## config.mk

```make
export PLATFORM = sky130hd
export DESIGN_NAME = pito_mmio_uart
export DESIGN_NICKNAME = d
export VERILOG_FILES = /design/src/rtl/pito_mmio_uart.sv
export SDC_FILE = /design/constraint.sdc
export NUM_CORES = 1
export LEC_CHECK = 0
export BUFFER_PORTS_ARGS = -buffer_cell sky130_fd_sc_hd__buf_2
export CORE_MARGIN = 5
export CORE_UTILIZATION = 60
export DETAILED_ROUTE_END_ITERATION = 12
export PLACE_DENSITY = 0.8
export SLEW_MARGIN = 20
export SYNTH_ARGS = -nofsm -noshare
export SYNTH_HDL_FRONTEND = slang
export SYNTH_SLANG_ARGS = --single-unit
```

## constraint.sdc

```tcl
create_clock -name clk -period 5.8 [get_ports clk]
set_clock_uncertainty 0.1 [all_clocks]
set_input_delay 0 -clock clk [delete_from_list [all_inputs] [get_ports clk]]
set_output_delay 0 -clock clk [all_outputs]
set_load 0.03 [all_outputs]
```

## src/rtl/pito_mmio_uart.sv

```systemverilog
// -----------------------------------------------------------------------------
// pito_mmio_uart
//   Memory-mapped 8N1 UART with TX/RX FIFOs on a simple req/we bus.
//
//   Register window (16 bytes at BASE_ADDR, addr[1:0] ignored):
//     0x0 DATA   : write pushes wdata[7:0] to TX FIFO (be[0]); read pops RX FIFO
//     0x4 STATUS : [0] tx_full [1] tx_empty [2] rx_valid [3] rx_overrun (W1C)
//                  [4] tx_busy [5] frame_err (W1C) [6] tx_drop (W1C)
//     0x8 DIV    : clk cycles per bit, [15:0], values below 4 clamp to 4
//     0xC CTRL   : [0] rx_ie [1] tx_ie (only with PITO_MMIO_UART_IRQ_EN)
//
//   Ports:
//     clk, rst           : clock, asynchronous active-high reset
//     req, we, addr,
//     wdata, be          : bus request, write enable, byte address, data, strobes
//     rdata, rvalid      : read data, valid the cycle after a read hit
//     tx, rx             : serial lines, idle high
//     irq                : registered level interrupt
//
//   Optional feature macro: PITO_MMIO_UART_IRQ_EN (interrupt enables + irq).
//   Without it CTRL reads 0, ignores writes and irq is constant 0.
// -----------------------------------------------------------------------------
module pito_mmio_uart #(
  parameter logic [31:0] BASE_ADDR   = 32'h8000_0000,
  parameter int          FIFO_DEPTH  = 8,
  parameter logic [15:0] CLK_DIV_RST = 16'd868
) (
  input  logic        clk,
  input  logic        rst,
  input  logic        req,
  input  logic        we,
  input  logic [31:0] addr,
  input  logic [31:0] wdata,
  input  logic [3:0]  be,
  output logic [31:0] rdata,
  output logic        rvalid,
  output logic        tx,
  input  logic        rx,
  output logic        irq
);

  localparam int AW = $clog2(FIFO_DEPTH);
  localparam int CW = AW + 1;
  localparam logic [CW-1:0] FULL_CNT = CW'(FIFO_DEPTH);

  typedef enum logic [1:0] {TX_IDLE, TX_START, TX_DATA, TX_STOP} tx_state_t;
  typedef enum logic [1:0] {RX_IDLE, RX_START, RX_DATA, RX_STOP} rx_state_t;

  // ---------------------------------------------------------------- bus decode
  logic       bus_hit, bus_wr, bus_rd;
  logic [1:0] reg_sel;

  assign bus_hit = req && (addr[31:4] == BASE_ADDR[31:4]);
  assign bus_wr  = bus_hit && we;
  assign bus_rd  = bus_hit && !we;
  assign reg_sel = addr[3:2];

  // Bits of the bus that no register uses.
  logic unused_bus;
  assign unused_bus = ^{addr[1:0], be[3:1], wdata[31:16]};

  // ---------------------------------------------------------------- registers
  logic [15:0] div_reg;
  logic        ovr_reg, ferr_reg, drop_reg;
  logic [31:0] ctrl_rd;

  // ---------------------------------------------------------------- TX FIFO
  logic [7:0]    tx_mem [FIFO_DEPTH];
  logic [AW-1:0] tx_wptr_reg, tx_rptr_reg;
  logic [CW-1:0] tx_count_reg;
  logic          tx_full, tx_empty, tx_push_req, tx_push, tx_pop, tx_drop_set;
  logic [7:0]    tx_head;

  assign tx_full     = (tx_count_reg == FULL_CNT);
  assign tx_empty    = (tx_count_reg == '0);
  assign tx_push_req = bus_wr && (reg_sel == 2'd0) && be[0];
  // Fullness is judged before any pop in the same cycle.
  assign tx_push     = tx_push_req && !tx_full;
  assign tx_drop_set = tx_push_req && tx_full;
  assign tx_head     = tx_mem[tx_rptr_reg];

  always_ff @(posedge clk) begin
    if (tx_push) tx_mem[tx_wptr_reg] <= wdata[7:0];
  end

  always_ff @(posedge clk or posedge rst) begin
    if (rst) begin
      tx_wptr_reg  <= '0;
      tx_rptr_reg  <= '0;
      tx_count_reg <= '0;
    end else begin
      if (tx_push) tx_wptr_reg <= tx_wptr_reg + 1'b1;
      if (tx_pop)  tx_rptr_reg <= tx_rptr_reg + 1'b1;
      tx_count_reg <= tx_count_reg + CW'(tx_push) - CW'(tx_pop);
    end
  end

  // ---------------------------------------------------------------- RX FIFO
  logic [7:0]    rx_mem [FIFO_DEPTH];
  logic [AW-1:0] rx_wptr_reg, rx_rptr_reg;
  logic [CW-1:0] rx_count_reg;
  logic          rx_full, rx_valid, rx_push, rx_pop;
  logic [7:0]    rx_head;
  logic [7:0]    rx_shift_reg;

  assign rx_full  = (rx_count_reg == FULL_CNT);
  assign rx_valid = (rx_count_reg != '0);
  assign rx_pop   = bus_rd && (reg_sel == 2'd0) && rx_valid;
  assign rx_head  = rx_mem[rx_rptr_reg];

  always_ff @(posedge clk) begin
    if (rx_push) rx_mem[rx_wptr_reg] <= rx_shift_reg;
  end

  always_ff @(posedge clk or posedge rst) begin
    if (rst) begin
      rx_wptr_reg  <= '0;
      rx_rptr_reg  <= '0;
      rx_count_reg <= '0;
    end else begin
      if (rx_push) rx_wptr_reg <= rx_wptr_reg + 1'b1;
      if (rx_pop)  rx_rptr_reg <= rx_rptr_reg + 1'b1;
      rx_count_reg <= rx_count_reg + CW'(rx_push) - CW'(rx_pop);
    end
  end

  // ---------------------------------------------------------------- TX FSM
  tx_state_t   tx_state_reg, tx_state_next;
  logic [7:0]  tx_shift_reg;
  logic [15:0] tx_div_reg, tx_cnt_reg;
  logic [2:0]  tx_bit_reg;
  logic        tx_tick, tx_busy;

  assign tx_tick = (tx_cnt_reg == (tx_div_reg - 16'd1));
  assign tx_busy = (tx_state_reg != TX_IDLE);

  always_ff @(posedge clk or posedge rst) begin
    if (rst) tx_state_reg <= TX_IDLE;
    else     tx_state_reg <= tx_state_next;
  end

  always_comb begin
    tx_state_next = tx_state_reg;
    tx_pop        = 1'b0;
    case (tx_state_reg)
      TX_IDLE: begin
        if (!tx_empty) begin
          tx_state_next = TX_START;
          tx_pop        = 1'b1;
        end
      end
      TX_START: if (tx_tick) tx_state_next = TX_DATA;
      TX_DATA:  if (tx_tick && (tx_bit_reg == 3'd7)) tx_state_next = TX_STOP;
      TX_STOP: begin
        if (tx_tick) begin
          // Chain straight into the next frame when more data is queued.
          if (!tx_empty) begin
            tx_state_next = TX_START;
            tx_pop        = 1'b1;
          end else begin
            tx_state_next = TX_IDLE;
          end
        end
      end
      default: tx_state_next = TX_IDLE;
    endcase
  end

  // The divisor is captured on every frame start so DIV writes never
  // disturb a frame already on the wire.
  always_ff @(posedge clk or posedge rst) begin
    if (rst) begin
      tx_shift_reg <= '0;
      tx_div_reg   <= CLK_DIV_RST;
      tx_cnt_reg   <= '0;
      tx_bit_reg   <= '0;
    end else if (tx_pop) begin
      tx_shift_reg <= tx_head;
      tx_div_reg   <= div_reg;
      tx_cnt_reg   <= '0;
      tx_bit_reg   <= '0;
    end else if (tx_state_reg != TX_IDLE) begin
      if (tx_tick) begin
        tx_cnt_reg <= '0;
        if (tx_state_reg == TX_DATA) begin
          tx_shift_reg <= {1'b0, tx_shift_reg[7:1]};
          tx_bit_reg   <= tx_bit_reg + 1'b1;
        end
      end else begin
        tx_cnt_reg <= tx_cnt_reg + 16'd1;
      end
    end
  end

  // Decoded from state only, so reset forces the line high at once.
  assign tx = (tx_state_reg == TX_START) ? 1'b0 :
              (tx_state_reg == TX_DATA)  ? tx_shift_reg[0] : 1'b1;

  // ---------------------------------------------------------------- RX FSM
  rx_state_t   rx_state_reg, rx_state_next;
  logic        rx_s1_reg, rx_s2_reg, rx_prev_reg;
  logic [15:0] rx_div_reg, rx_cnt_reg;
  logic [2:0]  rx_bit_reg;
  logic        rx_tick, rx_half_tick, rx_start, rx_ferr_set, rx_ovr_set;

  always_ff @(posedge clk or posedge rst) begin
    if (rst) begin
      rx_s1_reg   <= 1'b1;
      rx_s2_reg   <= 1'b1;
      rx_prev_reg <= 1'b1;
    end else begin
      rx_s1_reg   <= rx;
      rx_s2_reg   <= rx_s1_reg;
      rx_prev_reg <= rx_s2_reg;
    end
  end

  assign rx_tick      = (rx_cnt_reg == (rx_div_reg - 16'd1));
  assign rx_half_tick = (rx_cnt_reg == ((rx_div_reg >> 1) - 16'd1));

  always_ff @(posedge clk or posedge rst) begin
    if (rst) rx_state_reg <= RX_IDLE;
    else     rx_state_reg <= rx_state_next;
  end

  always_comb begin
    rx_state_next = rx_state_reg;
    rx_start      = 1'b0;
    rx_push       = 1'b0;
    rx_ferr_set   = 1'b0;
    rx_ovr_set    = 1'b0;
    case (rx_state_reg)
      RX_IDLE: begin
        if (rx_prev_reg && !rx_s2_reg) begin
          rx_state_next = RX_START;
          rx_start      = 1'b1;
        end
      end
      // Mid start bit: a high line means it was only a glitch.
      RX_START: if (rx_half_tick) rx_state_next = rx_s2_reg ? RX_IDLE : RX_DATA;
      RX_DATA:  if (rx_tick && (rx_bit_reg == 3'd7)) rx_state_next = RX_STOP;
      // Mid stop bit: finish here so the next start edge is not missed.
      RX_STOP: begin
        if (rx_tick) begin
          rx_state_next = RX_IDLE;
          if (!rx_s2_reg)   rx_ferr_set = 1'b1;
          else if (rx_full) rx_ovr_set  = 1'b1;
          else              rx_push     = 1'b1;
        end
      end
      default: rx_state_next = RX_IDLE;
    endcase
  end

  always_ff @(posedge clk or posedge rst) begin
    if (rst) begin
      rx_div_reg   <= CLK_DIV_RST;
      rx_cnt_reg   <= '0;
      rx_bit_reg   <= '0;
      rx_shift_reg <= '0;
    end else if (rx_start) begin
      rx_div_reg <= div_reg;
      rx_cnt_reg <= '0;
      rx_bit_reg <= '0;
    end else begin
      case (rx_state_reg)
        RX_START: rx_cnt_reg <= rx_half_tick ? 16'd0 : rx_cnt_reg + 16'd1;
        RX_DATA: begin
          if (rx_tick) begin
            rx_cnt_reg   <= '0;
            rx_shift_reg <= {rx_s2_reg, rx_shift_reg[7:1]};
            rx_bit_reg   <= rx_bit_reg + 1'b1;
          end else begin
            rx_cnt_reg <= rx_cnt_reg + 16'd1;
          end
        end
        RX_STOP: rx_cnt_reg <= rx_cnt_reg + 16'd1;
        default: rx_cnt_reg <= rx_cnt_reg;
      endcase
    end
  end

  // ---------------------------------------------------------------- DIV / sticky flags
  logic status_wr;
  assign status_wr = bus_wr && (reg_sel == 2'd1);

  always_ff @(posedge clk or posedge rst) begin
    if (rst) begin
      div_reg  <= CLK_DIV_RST;
      ovr_reg  <= 1'b0;
      ferr_reg <= 1'b0;
      drop_reg <= 1'b0;
    end else begin
      if (bus_wr && (reg_sel == 2'd2))
        div_reg <= (wdata[15:0] < 16'd4) ? 16'd4 : wdata[15:0];
      // A set in the same cycle as a W1C clear wins.
      ovr_reg  <= rx_ovr_set  || (ovr_reg  && !(status_wr && wdata[3]));
      ferr_reg <= rx_ferr_set || (ferr_reg && !(status_wr && wdata[5]));
      drop_reg <= tx_drop_set || (drop_reg && !(status_wr && wdata[6]));
    end
  end

  // ---------------------------------------------------------------- CTRL / irq
`ifdef PITO_MMIO_UART_IRQ_EN
  logic rx_ie_reg, tx_ie_reg, irq_reg;

  always_ff @(posedge clk or posedge rst) begin
    if (rst) begin
      rx_ie_reg <= 1'b0;
      tx_ie_reg <= 1'b0;
      irq_reg   <= 1'b0;
    end else begin
      if (bus_wr && (reg_sel == 2'd3)) begin
        rx_ie_reg <= wdata[0];
        tx_ie_reg <= wdata[1];
      end
      irq_reg <= (rx_ie_reg && rx_valid) || (tx_ie_reg && tx_empty && !tx_busy);
    end
  end

  assign ctrl_rd = {30'd0, tx_ie_reg, rx_ie_reg};
  assign irq     = irq_reg;
`else
  assign ctrl_rd = '0;
  assign irq     = 1'b0;
`endif

  // ---------------------------------------------------------------- read path
  logic [6:0]  status_rd;
  logic [31:0] rd_mux;

  assign status_rd = {drop_reg, ferr_reg, tx_busy, ovr_reg, rx_valid, tx_empty, tx_full};

  always_comb begin
    rd_mux = '0;
    case (reg_sel)
      2'd0:    if (rx_valid) rd_mux = {24'd0, rx_head};
      2'd1:    rd_mux = {25'd0, status_rd};
      2'd2:    rd_mux = {16'd0, div_reg};
      default: rd_mux = ctrl_rd;
    endcase
  end

  always_ff @(posedge clk or posedge rst) begin
    if (rst) begin
      rdata  <= '0;
      rvalid <= 1'b0;
    end else begin
      rdata  <= bus_rd ? rd_mux : 32'd0;
      rvalid <= bus_rd;
    end
  end

endmodule

```

==> qor.yml, run 1 <==
setup_path:
  start_kind: "register"
  r2r-end: "tx_count_reg[2]"
  timing.rr.start: "tx_div_reg[0]"
  crit_family: "simple AND/OR/NAND/NOR gates"
  critPathMaxStageDelay_ps: 670
  rrSetupSlack_ps: 1000
  reg2reg_depth: 16
  worstPathRequired_ps: 6150
  cp_cell_sequence: "inv_1 -> ha_1 -> nor3b_1 -> a21oi_1 -> nand4b_4 -> nor4_4 -> nand4_2 -> o41ai_4 -> nand2_4 -> inv_2 -> ha_1 -> inv_1 -> ha_1 -> inv_1 -> fa_1 -> xnor2_1"
  cp_num_buf_inv: 4
  path_max_fanout: 16
  crit_slowest_cell: "nor3b_1"
  crit_type: "reg -> reg"
  cp.arrival_ps: 5150
  end_kind: "register"
run_status:
  violations: "negative hold slack"
  status: "finished with violations"
clock_tree:
  clk_pin_slew_ps: 70
  cts_buffers: 28
  clkLatencyLatePin_ps: 570
  clock-sinks: 277
  cts_resized: 0
  cts_tree: "yes"
  cts_max_level: 1
  cts_buffer_depth: 3
  cts_root_buf: "clkbuf_16"
grt:
  grt_max_degree: 77
  antenna_found_initial: 1
  grt_pass1_vias: 9008
  grt_overflow: 0
  grt_first_pass_wirelength_um: 47900
  grtUsageTotal_pct: 23.2
synthesis:
  synth_top_area_cell: "edfxtp_1"
  ys_warn_count: 0
  ys_ff_latch: 277
  netlist_instances: 1079
  synth_common_cells: "dfrtp_1, edfxtp_1, nand2_1"
  synth_edf_count: 128
  yosysSeqAreaShare_pct: 56.1
  synth_ff_type: "dfrtp_1"
  yosysMostFrequentCell: "dfrtp_1"
  yosys.area.top_type_share_pct: 28.4
  ys_top_cells_by_area: "edfxtp_1, dfrtp_1, mux4_2"
  ys_async_sr_fraction_pct: 53.8
  syn_area_sq_um: 13500
  yosysUniqueCellTypes: 78
  synth.avg_cell_area_sq_um: 12.6
routing:
  drt-initial-drc-count: 844
  wl_um: 29800
  via_per_inst: 6.02
  ant_nets: 0
  drc_errors: 0
  wl_per_cell_um: 20.3
  num_vias: 8848
  first_pass_iters: 5
sta:
  fin_ws_ps: 999
  finalCriticalPeriod_ps: 4800
  period_share_pct: 82.8
  setup_tns_ps: 0
  rsz0062_at_grt: "false"
  final-setup-viol-count: 0
  fin_hold_ws_ps: -36.7
  drv_slew: 0
  max_freq_mhz: 208
  finalHoldViolCount: 12
  relSlewSlack_pct: 30.6
  tightest_slew_ps: 1040
pwr:
  vdd_drop_max_mv: 0.247
  finalPower_mw: 5.01
  p_per_area_nw_per_um2: 326
  power.leakage_nw: 6.45
floorplan:
  initial_core_util_pct: 60.4
  die_y_um: 160
  die_x_um: 160
  core.rowCount: 55
  core_area_sq_um: 22400
  io_pins: 108
  die_area_sq_um: 25700
cells_and_area:
  fill_cells: 1459
  area_delta_synth_final_pct: 13.6
  top_regs: "rx_mem x64, tx_mem x64"
  fin_nets: 1270
  final_util_pct: 68.5
  final-instance-count-excl-fill: 1469
  fin_area_sq_um: 15400
  drive_above_1_share_pct: 21.4
placed_design:
  dp_hpwl_um: 19600
  io_buffers: 69
  place_inst: 1389
  dp_slack_ps: 1080
  place_congestion: 0.860
  place_area_sq_um: 14000
job:
  cap_violations: 0
worst_hold_path:
  hold_path.class: "in -> async"
## final cells by class
class	count	area, sq um	area share [%]
Inverter	43	166	1.08
Antenna cell	1	2.50	0.0163
Tap cell	285	357	2.32
Sequential cell	277	7600	49.4
Clock buffer	30	728	4.74
Multi-Input combinational cell	705	5510	35.8
Timing Repair Buffer	106	691	4.49
Clock inverter	22	332	2.16
## timing repair
item                       4_1_cts  5_1_grt
setup endpoints to repair        0        0
hold buffers                    27        0
hold endpoints to repair       168        0
setup buffers                    0        0
## worst min-delay path, delay by kind of cell
family,cells,cell delay (ps)
buffers and inverters,3,1120
## cells in the final DEF, fill, tap and decap left out, drive strengths merged, types with 7 or more instances in the layout
| cell | n |
|---|---|
| dlygate4sd3 | 27 |
| nor3b | 8 |
| nor4 | 20 |
| conb | 17 |
| a31oi | 9 |
| ha | 34 |
| mux2 | 47 |
| buf | 79 |
| clkbuf | 30 |
| nand2b | 7 |
| or4 | 9 |
| a21oi | 16 |
| xnor2 | 55 |
| o21ai | 27 |
| mux4 | 32 |
| xor2 | 43 |
| edfxtp | 128 |
| nor4b | 8 |
| nor3 | 19 |
| mux2i | 29 |
| nand4 | 18 |
| dfrtp | 131 |
| bufinv | 7 |
| o211ai | 8 |
| clkinv | 12 |
| nand2 | 95 |
| and2 | 7 |
| inv | 43 |
| and3 | 18 |
| nor2b | 10 |
| nor2 | 80 |
| dfstp | 18 |
| nand3 | 27 |
## report_power, final
part	internal (mW)	leakage (nW)	total (mW)	switching [mW]
combinational	0.313	2.80	0.740	0.427
sequential	2.13	3.14	2.24	0.110
clock	1.23	0.512	2.03	0.797
## logic make-up after synthesis
logic type               synth area share (%)
AO/OA/AOI/OAI                            5.10
XOR/XNOR                                 6.34
adder cells (fa/ha/maj)                  3.44
buffers and inverters                    3.82
flip-flops                               56.1
multiplexers                             11.6
other                                  0.0277
AND/OR/NAND/NOR                          13.6
## how the worst max path moves through the flow
stage,startpoint,end,slack [ps],depth (start not counted)
2_1_floorplan,rst,asynchronous set/reset pin,1720,1
3_3_place_gp,tx_div_reg[0],tx_count_reg[1],1250,16
3_5_place_dp,tx_div_reg[0],tx_count_reg[2],1080,16
4_1_cts,tx_div_reg[0],tx_count_reg[2],1030,16
5_1_grt,tx_div_reg[0],tx_count_reg[2],750,16
6_report,tx_div_reg[0],tx_count_reg[2],1000,16
## per-layer routing
| metal | global-route usage, % | routed length, um | up-vias |
|---|---|---|---|
| li1 | - | - | 4046 |
| met1 | 31.6 | 12400 | 4431 |
| met2 | 38.6 | 14600 | 315 |
| met3 | 3.79 | 1940 | 56 |
| met4 | 7.35 | 896 | 0 |
| met5 | 0 | 0 | - |
(Power assumes the default switching activity.)
==> run 2: changes to the inputs <==
--- a/config.mk
+++ b/config.mk
@@ -7,9 +7,9 @@
 export LEC_CHECK = 0
 export BUFFER_PORTS_ARGS = -buffer_cell sky130_fd_sc_hd__buf_2
 export CORE_MARGIN = 5
-export CORE_UTILIZATION = 60
+export CORE_UTILIZATION = 55
 export DETAILED_ROUTE_END_ITERATION = 12
-export PLACE_DENSITY = 0.8
+export PLACE_DENSITY = 0.77
 export SLEW_MARGIN = 20
 export SYNTH_ARGS = -nofsm -noshare
 export SYNTH_HDL_FRONTEND = slang
==> constraint.sdc (replaced) <==
create_clock -name clk -period 4.25 [get_ports clk]
set_clock_uncertainty 0.1 [all_clocks]
set_input_delay 0 -clock clk [delete_from_list [all_inputs] [get_ports clk]]
set_output_delay 0 -clock clk [all_outputs]
set_load 0.03 [all_outputs]
==> run 2 against run 1 <==
Net effect:
- the run now ends clean
- routed wire length down 5.1%
- final cell count rose by 3.5%
- highest routed layer unchanged
- die area increased by 8.5%
- first-iteration DRC count decreased by 21%
- via count is 2.4% lower
- cell area increased by 0.17%
- worst setup slack worse by 690 ps
- critical endpoint unchanged
- worst hold slack better by 140 ps
- clock-buffer cell count is 4 higher
- critical path depth decreased by 1
- sequential power increased by 36%
- clock power rose by 21%
==> qor.yml, run 2 (synthesis gave the netlist of run 1 again) <==
run_status:
  status: "finished, final reports clean"
pwr:
  p_int_mw: 4.74  # +29%
  clkPwrFrac_pct: 37.8  # -2.7 points
  seqPwrFrac_pct: 46.8  # +2.1 points
  combPwrFrac_pct: 15.5  # +0.7 points
  p_per_area_nw_per_um2: 423  # +30%
  power.leakage_nw: 6.47  # +0.36%
  vdd_drop_max_mv: 0.275  # +11%
  switchingPower_mw: 1.77  # +33%
  switching_share_pct: 27.2  # +0.54 points
sta:
  drv_slew: 0  # unchanged
  tightest_slew_ps: 911  # -128 ps
  final-setup-viol-count: 0  # unchanged
  setup_tns_ps: 0  # unchanged
  period_share_pct: 92.7  # +10 points
  fin_ws_ps: 308  # -690 ps
  finalHoldViolCount: 0  # -12
  relSlewSlack_pct: 39.3  # +8.7 points
  max_freq_mhz: 254  # +22%
  fin_hold_ws_ps: 107  # +143 ps
  finalCriticalPeriod_ps: 3940  # -860 ps
  rsz0062_at_grt: "false"
floorplan:
  initial_core_util_pct: 55.8  # -4.5 points
  die_area_sq_um: 27900  # +8.5%
  core.rowCount: 57  # +3.6%
  die_y_um: 167  # +4.2%
  io_pins: 108  # unchanged
  die_x_um: 167  # +4.2%
  core_area_sq_um: 24200  # +8.1%
grt:
  grt_pass1_vias: 8716  # -3.2%
  gr-usage-met2_pct: 33.7  # -4.8 points
  grt_overflow: 0  # unchanged
  met1_usage_pct: 28.2  # -3.4 points
  met3_usage_pct: 3.01  # -0.78 points
  antenna_found_initial: 0  # -1
  grt_max_degree: 70  # -9.1%
  grtUsageTotal_pct: 20.3  # -2.9 points
  grt_first_pass_wirelength_um: 46300  # -3.4%
  grt-busiest-layer: "met2"
clock_tree:
  cts_buffer_depth: 3  # unchanged
  clk_pin_slew_ps: 70  # about the same
  cts_max_level: 1  # unchanged
  clock-sinks: 277  # unchanged
  clkLatencyLatePin_ps: 560  # about the same
  cts_tree: "yes"
  cts_buffers: 28  # unchanged
  cts_root_buf: "clkbuf_16"
worst_hold_path:
  min_from: "addr[11]"
  hold_depth: 8
  whs_endpoint: "tx_wptr_reg[1]"
  hold_path.class: "in -> reg"
cells_and_area:
  drive_above_1_share_pct: 22.2  # +0.84 points
  final_util_pct: 63.5  # -5.0 points
  area_delta_synth_final_pct: 13.8
  top_regs: "rx_mem x64, tx_mem x64"
  mostFrequentLayoutCells: "dfrtp_1, edfxtp_1, nand2_1, nor2_1, buf_2"
  antenna_cells: 0  # -1
  final_common_cell: "dfrtp_1"
  fill_cells: 1785  # +22%
  fin_nets: 1284  # +1.1%
setup_path:
  reg2reg_depth: 15  # -1
  path_max_fanout: 6  # -10
  cp.arrival_ps: 4280  # -870 ps
  startpoint: "tx_div_reg[0]"
  start_kind: "register"
  r2r-end: "tx_count_reg[2]"
  rrSetupSlack_ps: 310  # -690 ps
  timing.rr.start: "tx_div_reg[0]"
  crit_type: "reg -> reg"
  worstPathRequired_ps: 4590  # -1560 ps
  end_kind: "register"
routing:
  first_pass_iters: 6  # +1
  num_vias: 8638  # -2.4%
  via_per_inst: 5.68  # -5.7%
  wl_um: 28300  # -5.1%
  drc_errors: 0  # unchanged
  wl_per_cell_um: 18.6  # -8.4%
  drt-initial-drc-count: 664  # -21%
  ant_nets: 0  # unchanged
placed_design:
  io_buffers: 69  # unchanged
  dp_slack_ps: 188  # -890 ps
  dp_hpwl_um: 19600  # about the same
  place_congestion: 0.875  # +1.8%
job:
  cap_violations: 0  # unchanged
[run 2: how the worst max path moves through the flow]
stage / endpoint / slack, ps
after detailed placement: tx_count_reg[2] / 190
after global placement: tx_count_reg[1] / 330
after CTS: tx_count_reg[2] / 150
after global routing: rx_count_reg[2] / 40
after floorplan: asynchronous set/reset pin / 170
final: tx_count_reg[2] / 310
[run 2: per-layer routing]
layer	up-vias	routed length, um
met5	-	0
met4	0	619
met3	42	1350
met2	213	13900
met1	4312	12400
li1	4071	-
[run 2: power by group through the flow]
stage	clock network, mW	registers [mW]	logic [mW]
final	2.46	3.04	1.01
after global routing	2.61	3.06	1.13
after CTS	2.51	3.04	1.01
after detailed placement	0	3.10	0.975
after global placement	0	3.09	0.946
after floorplan	0	3.02	0.816
[run 2: critical path: stages (launching register included)]
cell	delay, ps
dfrtp_1	440
inv_1	110
ha_1	210
or3b_2	500
a211o_1	310
nor4_4	310
nand4_2	210
o41ai_4	430
nand2_4	80
inv_2	80
ha_1	240
inv_1	60
ha_1	160
inv_1	60
fa_1	370
xnor2_1	140
[run 2: repair_timing]
action / CTS / global route
endpoints found under the setup margin: 0 / 3
gates resized for setup: 0 / 1
hold buffers: 26 / 0
buffers inserted: 0 / 0
hold endpoints to repair: 166 / 0
[run 2: cell type report]
type	instances	area [sq um]	share of cell area, %
flip-flops and latches	277	7600	49.3
clock buffers	34	756	4.91
clock inverters	18	179	1.16
well taps	324	405	2.63
repair buffers	120	793	5.15
inverters	43	166	1.08
multi-input cells	705	5510	35.8
[run 2: stage by stage]
stage	instance area [sq um]	instances	power, mW
2_1_floorplan	13600	1095	3.84
3_3_place_gp	14200	1443	4.04
3_5_place_dp	14200	1443	4.07
4_1_cts	15400	1521	6.56
5_1_grt	15400	1521	6.80
6_report	15400	1521	6.51
==> run 3: changes to the inputs <==
--- a/config.mk
+++ b/config.mk
@@ -7,9 +7,9 @@
 export LEC_CHECK = 0
 export BUFFER_PORTS_ARGS = -buffer_cell sky130_fd_sc_hd__buf_2
 export CORE_MARGIN = 5
-export CORE_UTILIZATION = 55
+export CORE_UTILIZATION = 60
 export DETAILED_ROUTE_END_ITERATION = 12
-export PLACE_DENSITY = 0.77
+export PLACE_DENSITY = 0.8
 export SLEW_MARGIN = 20
 export SYNTH_ARGS = -nofsm -noshare
 export SYNTH_HDL_FRONTEND = slang
==> constraint.sdc (replaced) <==
create_clock -name clk -period 3.65 [get_ports clk]
set_clock_uncertainty 0.1 [all_clocks]
set_input_delay 0 -clock clk [delete_from_list [all_inputs] [get_ports clk]]
set_output_delay 0 -clock clk [all_outputs]
set_load 0.03 [all_outputs]
==> run 3 against run 2 <==
Net effect:
- die area down 7.8%
- first-iteration DRC count rose by 42%
- routed wire length is 5.1% higher
- clock-buffer cell count up 2
- combinational power increased by 26%
- global-route usage grew 2.8 points
- via count increased by 3.6%
- core utilization rose by 6.6 points
- sequential cell count did not move
- sequential share of layout area decreased by 1.1 points
- final cell count increased by 0.39%
- critical path type unchanged
- largest cell class unchanged
==> qor.yml, run 3 (synthesis gave the netlist of run 1 again) <==
placed_design:
  io_buffers: 69  # unchanged
  place_area_sq_um: 14500  # +2.1%
  place_congestion: 0.945  # +8.0%
  dp_hpwl_um: 20200  # +3.1%
cells_and_area:
  fin_nets: 1327  # +3.3%
  drive_above_1_share_pct: 25.8  # +3.6 points
  top_regs: "rx_mem x64, tx_mem x64"
  area_delta_synth_final_pct: 16.2
  final_util_pct: 70.2  # +6.6 points
  mostFrequentLayoutCells: "dfrtp_1, edfxtp_1, nand2_1, nor2_1, buf_2"
  fill_cells: 1488  # -17%
  final_common_cell: "dfrtp_1"
  fin_area_sq_um: 15700  # +2.2%
clock_tree:
  clkLatencyLatePin_ps: 540  # -20 ps
  clk_pin_slew_ps: 70  # about the same
  cts_root_buf: "clkbuf_16"
  cts_buffer_depth: 3  # unchanged
  clock-sinks: 277  # unchanged
  cts_max_level: 1  # unchanged
  cts_tree: "yes"
  cts_buffers: 28  # unchanged
sta:
  max_freq_mhz: 280  # +10%
  tightest_slew_ps: 893  # -18.6 ps
  final-setup-viol-count: 0  # unchanged
  relSlewSlack_pct: 40.5  # +1.2 points
  period_share_pct: 97.9  # +5.1 points
  drv_slew: 0  # unchanged
  finalHoldViolCount: 0  # unchanged
  finalCriticalPeriod_ps: 3570  # -369 ps
  fin_hold_ws_ps: 81.4  # -25.2 ps
routing:
  drc_errors: 0  # unchanged
  first_pass_iters: 7  # +1
  wl_per_cell_um: 19.5  # +4.7%
  num_vias: 8952  # +3.6%
  ant_nets: 0  # unchanged
  wl_um: 29700  # +5.1%
  via_per_inst: 5.86  # +3.2%
  drt-initial-drc-count: 942  # +42%
setup_path:
  cp.arrival_ps: 3710  # -570 ps
  start_kind: "register"
  path_max_fanout: 8  # +2
  worstPathRequired_ps: 3790  # -800 ps
  critPathMaxStageDelay_ps: 450  # -50 ps
  crit_type: "reg -> reg"
  end_kind: "register"
  crit_top_cell: "buf_4"
  cp_cell_sequence: "inv_1 -> ha_1 -> nor4b_2 -> nand2_1 -> xnor2_1 -> nand4_1 -> nor4b_4 -> nand4_2 -> buf_4 -> buf_4 -> or2_1 -> nor3_1 -> buf_4"
  crit_slowest_cell: "nor4b_2"
  crit_family: "simple AND/OR/NAND/NOR gates"
  cp_num_buf_inv: 4  # unchanged
floorplan:
  io_pins: 108  # unchanged
  core.rowCount: 55  # -3.5%
  initial_core_util_pct: 60.4  # +4.5 points
  core_area_sq_um: 22400  # -7.5%
  die_area_sq_um: 25700  # -7.8%
  die_x_um: 160  # -4.0%
  die_y_um: 160  # -4.0%
job:
  cap_violations: 0  # unchanged
grt:
  grt_pass1_vias: 8881  # +1.9%
  grt_overflow: 0  # unchanged
  grt_max_degree: 115  # +64%
  grt_first_pass_wirelength_um: 48000  # +3.7%
  antenna_found_initial: 1  # +1
  grtUsageTotal_pct: 23.1  # +2.8 points
pwr:
  vdd_drop_max_mv: 0.516  # +88%
  power.leakage_nw: 6.66  # +2.9%
  finalPower_mw: 7.49  # +15%
  p_per_area_nw_per_um2: 476  # +13%
run_status:
  status: "finished, final reports clean"
worst_hold_path:
  hold_path.class: "in -> async"
run 3: repair_timing:
item | 4_1_cts | 5_1_grt
pin swaps | 1 | 12
setup endpoints to repair | 13 | 62
hold endpoints to repair | 137 | 0
gates cloned | 0 | 0
resized for setup | 1 | 20
buffers inserted | 0 | 6
hold buffers | 25 | 0
run 3: layer usage:
| layer | track usage, % | up-vias | wire [um] |
|---|---|---|---|
| met5 | 0 | - | 0 |
| met1 | 32.6 | 4431 | 12700 |
| met3 | 3.25 | 49 | 1630 |
| li1 | - | 4151 | - |
| met2 | 38.1 | 321 | 14600 |
| met4 | 6.02 | 0 | 795 |
run 3: worst reg2reg max path, delay by kind of cell (launching register included):
family	cells	cell delay, ps
fa+ha+maj	1	200
buf+inv	4	600
flops	1	390
simple gates	7	1700
xor+xnor	1	290
run 3: area by class of cell:
cell class                 instances  area, sq um  share of cell area (%)
clock inverter                    16          109                   0.692
inverter                          43          170                    1.08
multi-input combinational        705         5630                    35.7
clock buffer                      36          752                    4.78
sequential                       277         7600                    48.3
antenna                            2         5.00                  0.0318
timing repair buffer             163         1130                    7.15
tap                              285          357                    2.27
run 3: path summary, 6_finish.rpt:
check                                   to  cells after the start  slack (ps)     startpoint
min in group clk                  rdata[2]                      5          80       addr[11]
max in group asynchronous  rx_shift_reg[1]                      4        2310            rst
max                           rx_mem[2][0]                     13          80  rx_div_reg[1]
min reg2reg                      rx_s2_reg                      0         260      rx_s1_reg
max reg2reg                   rx_mem[2][0]                     13          80  rx_div_reg[1]
min                              rdata[14]                      3          80            rst
run 3: where the power goes:
group,leakage [nW],switching [mW],internal (mW)
clock,0.415,1.18,1.52
combinational,3.10,0.715,0.551
sequential,3.14,0.144,3.38
total,6.66,2.03,5.46
run 3: through the flow:
step	worst slack [ps]	setup TNS, ps	cells
6_report	77.7	0	1527
4_1_cts	34.7	0	1519
2_1_floorplan	-201	-383	1095
3_3_place_gp	15.1	0	1442
5_1_grt	-29.9	-50.4	1526
3_5_place_dp	-74.1	-181	1442
